===== config.mk =====
export PLATFORM = sky130hd
export DESIGN_NAME = frame_scheduler
export DESIGN_NICKNAME = d
export VERILOG_FILES = /design/src/rtl/pong_pkg.sv /design/src/rtl/frame_scheduler_tick_divider.sv /design/src/rtl/frame_scheduler.sv
export SDC_FILE = /design/constraint.sdc
export NUM_CORES = 1
export LEC_CHECK = 0
export ABC_AREA = 1
export CAP_MARGIN = 20
export CORE_UTILIZATION = 45
export CTS_CLUSTER_SIZE = 20
export DETAILED_ROUTE_END_ITERATION = 6
export PLACE_DENSITY = 0.75
export SYNTH_ARGS = -nofsm -noshare
export SYNTH_HDL_FRONTEND = slang
export SYNTH_SLANG_ARGS = --single-unit

===== constraint.sdc =====
create_clock -name clk -period 1.7 [get_ports clk]
set_input_delay 0.34 -clock clk [delete_from_list [all_inputs] [get_ports clk]]
set_output_delay 0.34 -clock clk [all_outputs]
set_load 0.01 [all_outputs]

===== src/rtl/pong_pkg.sv =====
// ---------------------------------------------------------------------------
// pong_pkg : shared scheduler state encoding, frame record and miss saturation
// Rev 1.0
// ---------------------------------------------------------------------------
`default_nettype none

package pong_pkg;

  typedef enum logic [0:0] {
    ST_IDLE    = 1'b0,
    ST_PENDING = 1'b1
  } sched_state_e;

  localparam logic [7:0] c_MISS_SAT = 8'd255;

  typedef struct packed {
    logic [4:0]  x;
    logic [4:0]  y;
    logic [31:0] lpaddle;
    logic [31:0] rpaddle;
  } frame_state_t;

  function automatic logic [7:0] sat_inc(input logic [7:0] v);
    return (v == c_MISS_SAT) ? v : v + 8'd1;
  endfunction

endpackage

`default_nettype wire


===== src/rtl/frame_scheduler_tick_divider.sv =====
// ---------------------------------------------------------------------------
// tick_divider : frame counter, game_tick pulse and unanswered-tick counting
// Rev 1.0
// ---------------------------------------------------------------------------
`default_nettype none

module tick_divider
  import pong_pkg::*;
#(
  parameter int unsigned TICK_FRAMES = 4
) (
  input  logic       clk,
  input  logic       reset,
  input  logic       frame_start_i,
  input  logic       handshake_i,
  output logic       game_tick_o,
  output logic [7:0] miss_count_o
);

  localparam logic [7:0] c_LAST = 8'(TICK_FRAMES - 1);

  logic [7:0] cnt_q, cnt_d;
  logic       tick_q, tick_d;
  logic       outstanding_q, outstanding_d;
  logic [7:0] miss_q, miss_d;

  always_comb begin
    cnt_d         = cnt_q;
    tick_d        = 1'b0;
    outstanding_d = outstanding_q;
    miss_d        = miss_q;

    if (frame_start_i) begin
      if (cnt_q == c_LAST) begin
        cnt_d  = '0;
        tick_d = 1'b1;
      end else begin
        cnt_d = cnt_q + 8'd1;
      end
    end

    // A fresh tick always leaves the flag set, even if answered in the same cycle.
    if (tick_q) begin
      outstanding_d = 1'b1;
      if (outstanding_q && !handshake_i) begin
        miss_d = sat_inc(miss_q);
      end
    end else if (handshake_i) begin
      outstanding_d = 1'b0;
    end
  end

  always_ff @(posedge clk) begin
    if (reset) begin
      cnt_q         <= '0;
      tick_q        <= 1'b0;
      outstanding_q <= 1'b0;
      miss_q        <= '0;
    end else begin
      cnt_q         <= cnt_d;
      tick_q        <= tick_d;
      outstanding_q <= outstanding_d;
      miss_q        <= miss_d;
    end
  end

  assign game_tick_o  = tick_q;
  assign miss_count_o = miss_q;

endmodule

`default_nettype wire


===== src/rtl/frame_scheduler.sv =====
// ---------------------------------------------------------------------------
// frame_scheduler : stages game-state updates and commits them at frame start
// Rev 1.0
// ---------------------------------------------------------------------------
`default_nettype none

module frame_scheduler
  import pong_pkg::*;
#(
  parameter int unsigned TICK_FRAMES = 4
) (
  input  logic        clk,
  input  logic        reset,
  input  logic        frame_start,
  input  logic        upd_valid,
  output logic        upd_ready,
  input  logic [4:0]  upd_x,
  input  logic [4:0]  upd_y,
  input  logic [31:0] upd_lpaddle,
  input  logic [31:0] upd_rpaddle,
  output logic [4:0]  disp_x,
  output logic [4:0]  disp_y,
  output logic [31:0] disp_lpaddle,
  output logic [31:0] disp_rpaddle,
  output logic        game_tick,
  output logic [7:0]  miss_count
);

  sched_state_e state_q, state_d;
  frame_state_t stage_q;
  frame_state_t disp_q;
  logic         handshake;
  logic         load_stage;
  logic         commit;

  assign upd_ready = (state_q == ST_IDLE) && !reset;
  assign handshake = upd_valid && upd_ready;

  always_ff @(posedge clk) begin
    if (reset) begin
      state_q <= ST_IDLE;
    end else begin
      state_q <= state_d;
    end
  end

  // Staging is never bypassed: a capture always waits for a later frame_start.
  always_comb begin
    state_d    = state_q;
    load_stage = 1'b0;
    commit     = 1'b0;
    case (state_q)
      ST_IDLE: begin
        if (handshake) begin
          load_stage = 1'b1;
          state_d    = ST_PENDING;
        end
      end
      ST_PENDING: begin
        if (frame_start) begin
          commit  = 1'b1;
          state_d = ST_IDLE;
        end
      end
      default: state_d = ST_IDLE;
    endcase
  end

  always_ff @(posedge clk) begin
    if (reset) begin
      stage_q <= '0;
      disp_q  <= '0;
    end else begin
      if (load_stage) begin
        stage_q <= '{x: upd_x, y: upd_y, lpaddle: upd_lpaddle, rpaddle: upd_rpaddle};
      end
      if (commit) begin
        disp_q <= stage_q;
      end
    end
  end

  assign disp_x       = disp_q.x;
  assign disp_y       = disp_q.y;
  assign disp_lpaddle = disp_q.lpaddle;
  assign disp_rpaddle = disp_q.rpaddle;

  tick_divider #(
    .TICK_FRAMES (TICK_FRAMES)
  ) u_tick_divider (
    .clk           (clk),
    .reset         (reset),
    .frame_start_i (frame_start),
    .handshake_i   (handshake),
    .game_tick_o   (game_tick),
    .miss_count_o  (miss_count)
  );

endmodule

`default_nettype wire


# Word level (Yosys, flattened, before mapping)

Cells that the tools add are included.

Add/sub/neg operators: 2
Equality and inequality tests: 2
Multiplexer cells: 10
Bitwise logic cells: 3
Reductions and logical operators: 8

Operators with widths:

| cell                  | count |
|---|---|
| $add A8 B1 Y8 const B | 2 |
| $eq A8 B2 Y1 const B  | 1 |
| $eq A8 B8 Y1 const B  | 1 |
| $mux W1               | 8 |
| $mux W8               | 1 |
| $logic_and A1 B1 Y1   | 3 |
| $not A1 Y1            | 3 |
| $reduce_and A3 Y1     | 1 |
| $logic_not A1 Y1      | 2 |
| $pmux W1 S2           | 1 |
| $reduce_bool A2 Y1    | 1 |
| $reduce_or A2 Y1      | 1 |

Output and inout port bits: 84
Register bits: 167

# Logic depth before layout (Yosys ltp)

Gate-level depths: netlist of the first run.

Depth after elaboration: 6
Gate-level depth with buffers: 9

# Modules after synthesis

A second synthesis of the first run with hierarchy kept.

Cells, all modules: 1090
Area total of the unflattened synthesis: 7099.3 µm²

By module, submodules not included:

| module          | instances | cells each | area an instance (µm²) |
|---|---|---|---|
| frame_scheduler | 1         | 952        | 6178.4 |
| tick_divider    | 1         | 138        | 920.9 |

# Least setup slack after synthesis of the first run

Ideal clock, no wire load.

Path type: reg-to-reg
Start: register u_tick_divider.miss_q[0], in the netlist u_tick_divider.miss_count_o[0]
End: register u_tick_divider.miss_q[2], in the netlist u_tick_divider.miss_count_o[2]
Period minus slack after synthesis: 1328 ps
Setup slack: 372 ps
Setup time: 114 ps
Cell stages (with the launch flop): 10
Arrival: 1214 ps
Cell sequence: dfxtp_1 -> ha_1 -> nand2_1 -> nor2_1 -> nand2_1 -> buf_4 -> nand3b_1 -> nand2_1 -> nand2_1 -> nor2_1

Cells in the longest elaborated chain, start to end: 3

RTL lines:

| element                                               | line                               | text |
|---|---|---|
| start, declared                                       | frame_scheduler_tick_divider.sv:25 | `logic [7:0] miss_q, miss_d;` |
| start signal, assigned                                | frame_scheduler_tick_divider.sv:63 | `miss_q <= miss_d;` |
| branches (longest 3 deep; another with $add A8 B1 Y8) | --                                 |  |

Parallel ways; which one is timed is not known.
A chain may end at the register's enable or synchronous reset.

# Worst setup path in the final report of the first run

Start: register disp_q, in the netlist disp_rpaddle[25]
End: output disp_rpaddle[25]

RTL lines:

| element                | line                  | text |
|---|---|---|
| start, declared        | frame_scheduler.sv:31 | `frame_state_t disp_q;` |
| start signal, assigned | frame_scheduler.sv:78 | `disp_q <= stage_q;` |
| end, declared          | frame_scheduler.sv:24 | `output logic [31:0] disp_rpaddle,` |

No word-level cell between the ends.

==> flow_summary.toml, run 1 <==
[placement]
dp_cells = 1074
io_buffer_count = 161
gp_congestion = 0.868
place_hpwl_um = 9090

[detailed_routing]
wl_met2_um = 6220
routedWlPerCell_um = 12.6
drc_errors = 0
firstDrtPassIters = 4
met1_length_um = 6610
met3_length_um = 725
vias = 5296
vias_per_cell = 4.81
top_layer = "met4"
antenna_left = 0
drt_iter0_markers = 326
drt_wl_total_um = 13800

[sta]
final-setup-viol-count = 0
post-route-min-period_ns = 1.66
min_period_over_period = 0.975
final-max-slew-violation-count = 0
hold_slack_ns = 0.448
skew_ns = 0.00450
slew-limit-headroom = 0.741
rsz0062_at_grt = "no"
tns_ns = 0
max_freq_mhz = 603
hold_viol_final = 0
worst-slew-pin-transition_ns = 0.388

[logic_synthesis]
netlist_area_um2 = 6070
ys_ff_latch = 167
yosysUniqueCellTypes = 23
yosys.area.top_type_share = 0.551
netlist_instances = 765
syn_area_per_cell_um2 = 7.93
synth_nets = 845
ys_warn_count = 0
synthTopCellsByArea = "dfxtp_1 55%, o21ai_0 8.5%, nor2_1 7.5%"
seq_area_frac_synth = 0.551
yosysTopAreaCell = "dfxtp_1"

[global_routing]
grt_util_all_layers = 0.208
antenna_found_initial = 0
grt_pass1_wl_um = 23200
overflow = 0
grt_pass1_vias = 4706
grt_max_degree = 64

[finish]
final_cells = 1101
antenna_cells = 0
num-nets-final = 997
layout-drive-gt1-share = 0.0649
area_growth_pct = 40.6

[power]
vdd_drop_max_v = 0.000571
cellLeakagePower_nw = 3.67
powerDensity_nw_per_um2 = 1030

[floorplanning]
num_io_pins = 162
chipHeight_um = 118
die-area_um2 = 13900
rows = 42
die_x_um = 118
start_util = 0.460
core-area_um2 = 13200

[critical_path]
required_ns = 1.36
slowest_delay_ns = 0.55
cp_slowest_cell = "clkdlybuf4s50_1"
worstSetupPathType = "register to primary output"
cp-start-kind = "register"
reg2reg_from = "u_tick_divider.miss_count_o[1]"
critical_path.n_buffers_inverters = 1
r2r_cells = 8
crit_family = "buffers and inverters"
arrival_ns = 1.32
worst-path-max-fanout = 2
path_cells = "clkdlybuf4s50_1"
rrSetupSlack_ns = 0.19
end_kind = "primary output"
reg2reg_to = "u_tick_divider.miss_count_o[0]"

[worst_hold_path]
min_path_type = "register to register"
min_from = "stage_q[49]"
hold_depth = 2
hold_end = "disp_lpaddle[17]"

[clock_tree]
cts_root_buf = "clkbuf_16"
cts_tree = "yes"
cts-buffers-inserted = 17
clk_pin_slew_ns = 0.06
cts.htree.levels = 4
clk_latency_ns = 0.41
clkSinkCount = 167
cts_buffer_depth = 2

[outcome]
status = "finished clean"

[flow_run]
cap_violations = 0
-- metal layers --
metal	global-route usage	vias up
met5	0	-
met4	0.0777	0
met3	0.0591	21
met2	0.321	144
met1	0.275	2350
li1	-	2781
-- cells by family (layout without fill, tap and decap cells) --
group	Yosys count	after routing	share of synthesized area
buffers and inverters	105	265	0.0788
AOI/OAI and AO/OA	175	175	0.146
and+or+nand+nor	314	314	0.217
adders and majority gates	2	2	0.00412
DFF	167	167	0.551
xor gates and xnor gates	2	2	0.00289
-- layout by cell type, fill, tap and decap left out, types with 4 or more instances in the layout --
cell / instances
dfxtp_1: 162
clkdlybuf4s50_1: 142
nor2_1: 121
nand2_1: 120
o21ai_0: 103
a21oi_1: 67
nand3_1: 55
inv_1: 50
clkbuf_16: 17
dlymetal6s2s_1: 14
buf_12: 13
buf_4: 11
nand4_1: 9
nor3_1: 5
dlygate4sd2_1: 5
dfxtp_2: 5
o21ai_1: 4
-- layout make-up --
type	count	area (µm²)
Fill cell	1146	4660
Sequential cell	167	3350
Multi-Input combinational cell	493	2240
Timing Repair Buffer	185	1980
Clock buffer	23	478
Tap cell	176	220
Inverter	53	203
Clock inverter	4	48.8
-- through the flow --
stage	util	instance area, µm²	power [mW]	setup WS, ns
2_1_floorplan	-	6070	4.84	0.372
3_3_place_gp	0.604	7970	5.38	-0.138
3_5_place_dp	0.604	7970	5.40	-0.141
4_1_cts	0.644	8490	8.90	0.00667
5_1_grt	0.646	8530	9.23	0.00101
6_report	0.646	8530	8.79	0.0425
-- report_power, final --
part           total [mW]  internal, mW  switching, mW
clock                3.48          2.09           1.40
combinational        1.04         0.553          0.485
sequential           4.27          4.16          0.109
total                8.79          6.80           1.99
-- worst register-to-register path, stage by stage, from the launching register on --
cell and delay, ns:
dfxtp_1 0.38, ha_1 0.22, nand2_1 0.08, nor2_1 0.09, nand2_1 0.25, nand3_1 0.23, nand2_1 0.07, nand2_1 0.06
nor2_1 0.04
-- flip-flops by register name, indices dropped and copies added (netlist names) --
name / count
disp_lpaddle: 32
disp_rpaddle: 32
disp_x: 5
disp_y: 5
stage_q: 74
state_q: 1
u_tick_divider.cnt_q: 8
u_tick_divider.game_tick_o: 1
u_tick_divider.miss_count_o: 8
u_tick_divider.outstanding_q: 1
-- worst max-delay path by stage --
stage,startpoint,endpoint,slack (ns),depth (start not counted)
floorplan,u_tick_divider.miss_count_o[0],u_tick_divider.miss_count_o[2],0.37,9
global placement,reset,upd_ready,-0.14,3
detailed placement,reset,upd_ready,-0.14,3
CTS,disp_lpaddle[3],disp_lpaddle[3],0.007,1
global route,disp_rpaddle[19],disp_rpaddle[19],0.001,1
finish,disp_rpaddle[25],disp_rpaddle[25],0.04,1
-- cells in the mapped netlist --
master	instances
nand2_1	120
nand2_2	1
buf_1	1
nand3b_1	1
nand4_1	9
nor3_1	5
ha_1	2
nor2_1	121
nand2_8	1
buf_4	5
buf_6	5
buf_2	22
a21oi_1	67
dfxtp_1	167
a21oi_4	1
nor2_8	1
xor2_1	2
nand3_1	55
clkbuf_1	19
o21ai_1	4
inv_1	51
inv_2	2
o21ai_0	103
-- timing repair --
item / CTS / global route
setup buffers: 0 / 0
setup endpoints to repair: 8 / 14
gates resized for setup: 10 / 14
hold buffers: 0 / 0
Note: power is estimated with default switching activity, not from simulation.
==> run 2, diff against run 1 <==
- CAP_MARGIN: 20 -> 25
==> results of run 2 <==
Same layout as run 1: the final DEF is identical, and so are final timing and power.
==> run 3, diff against run 2 <==
- SKIP_LAST_GASP: default -> 1
==> results of run 3 <==
Same layout as run 1: the final DEF is identical, and so are final timing and power.
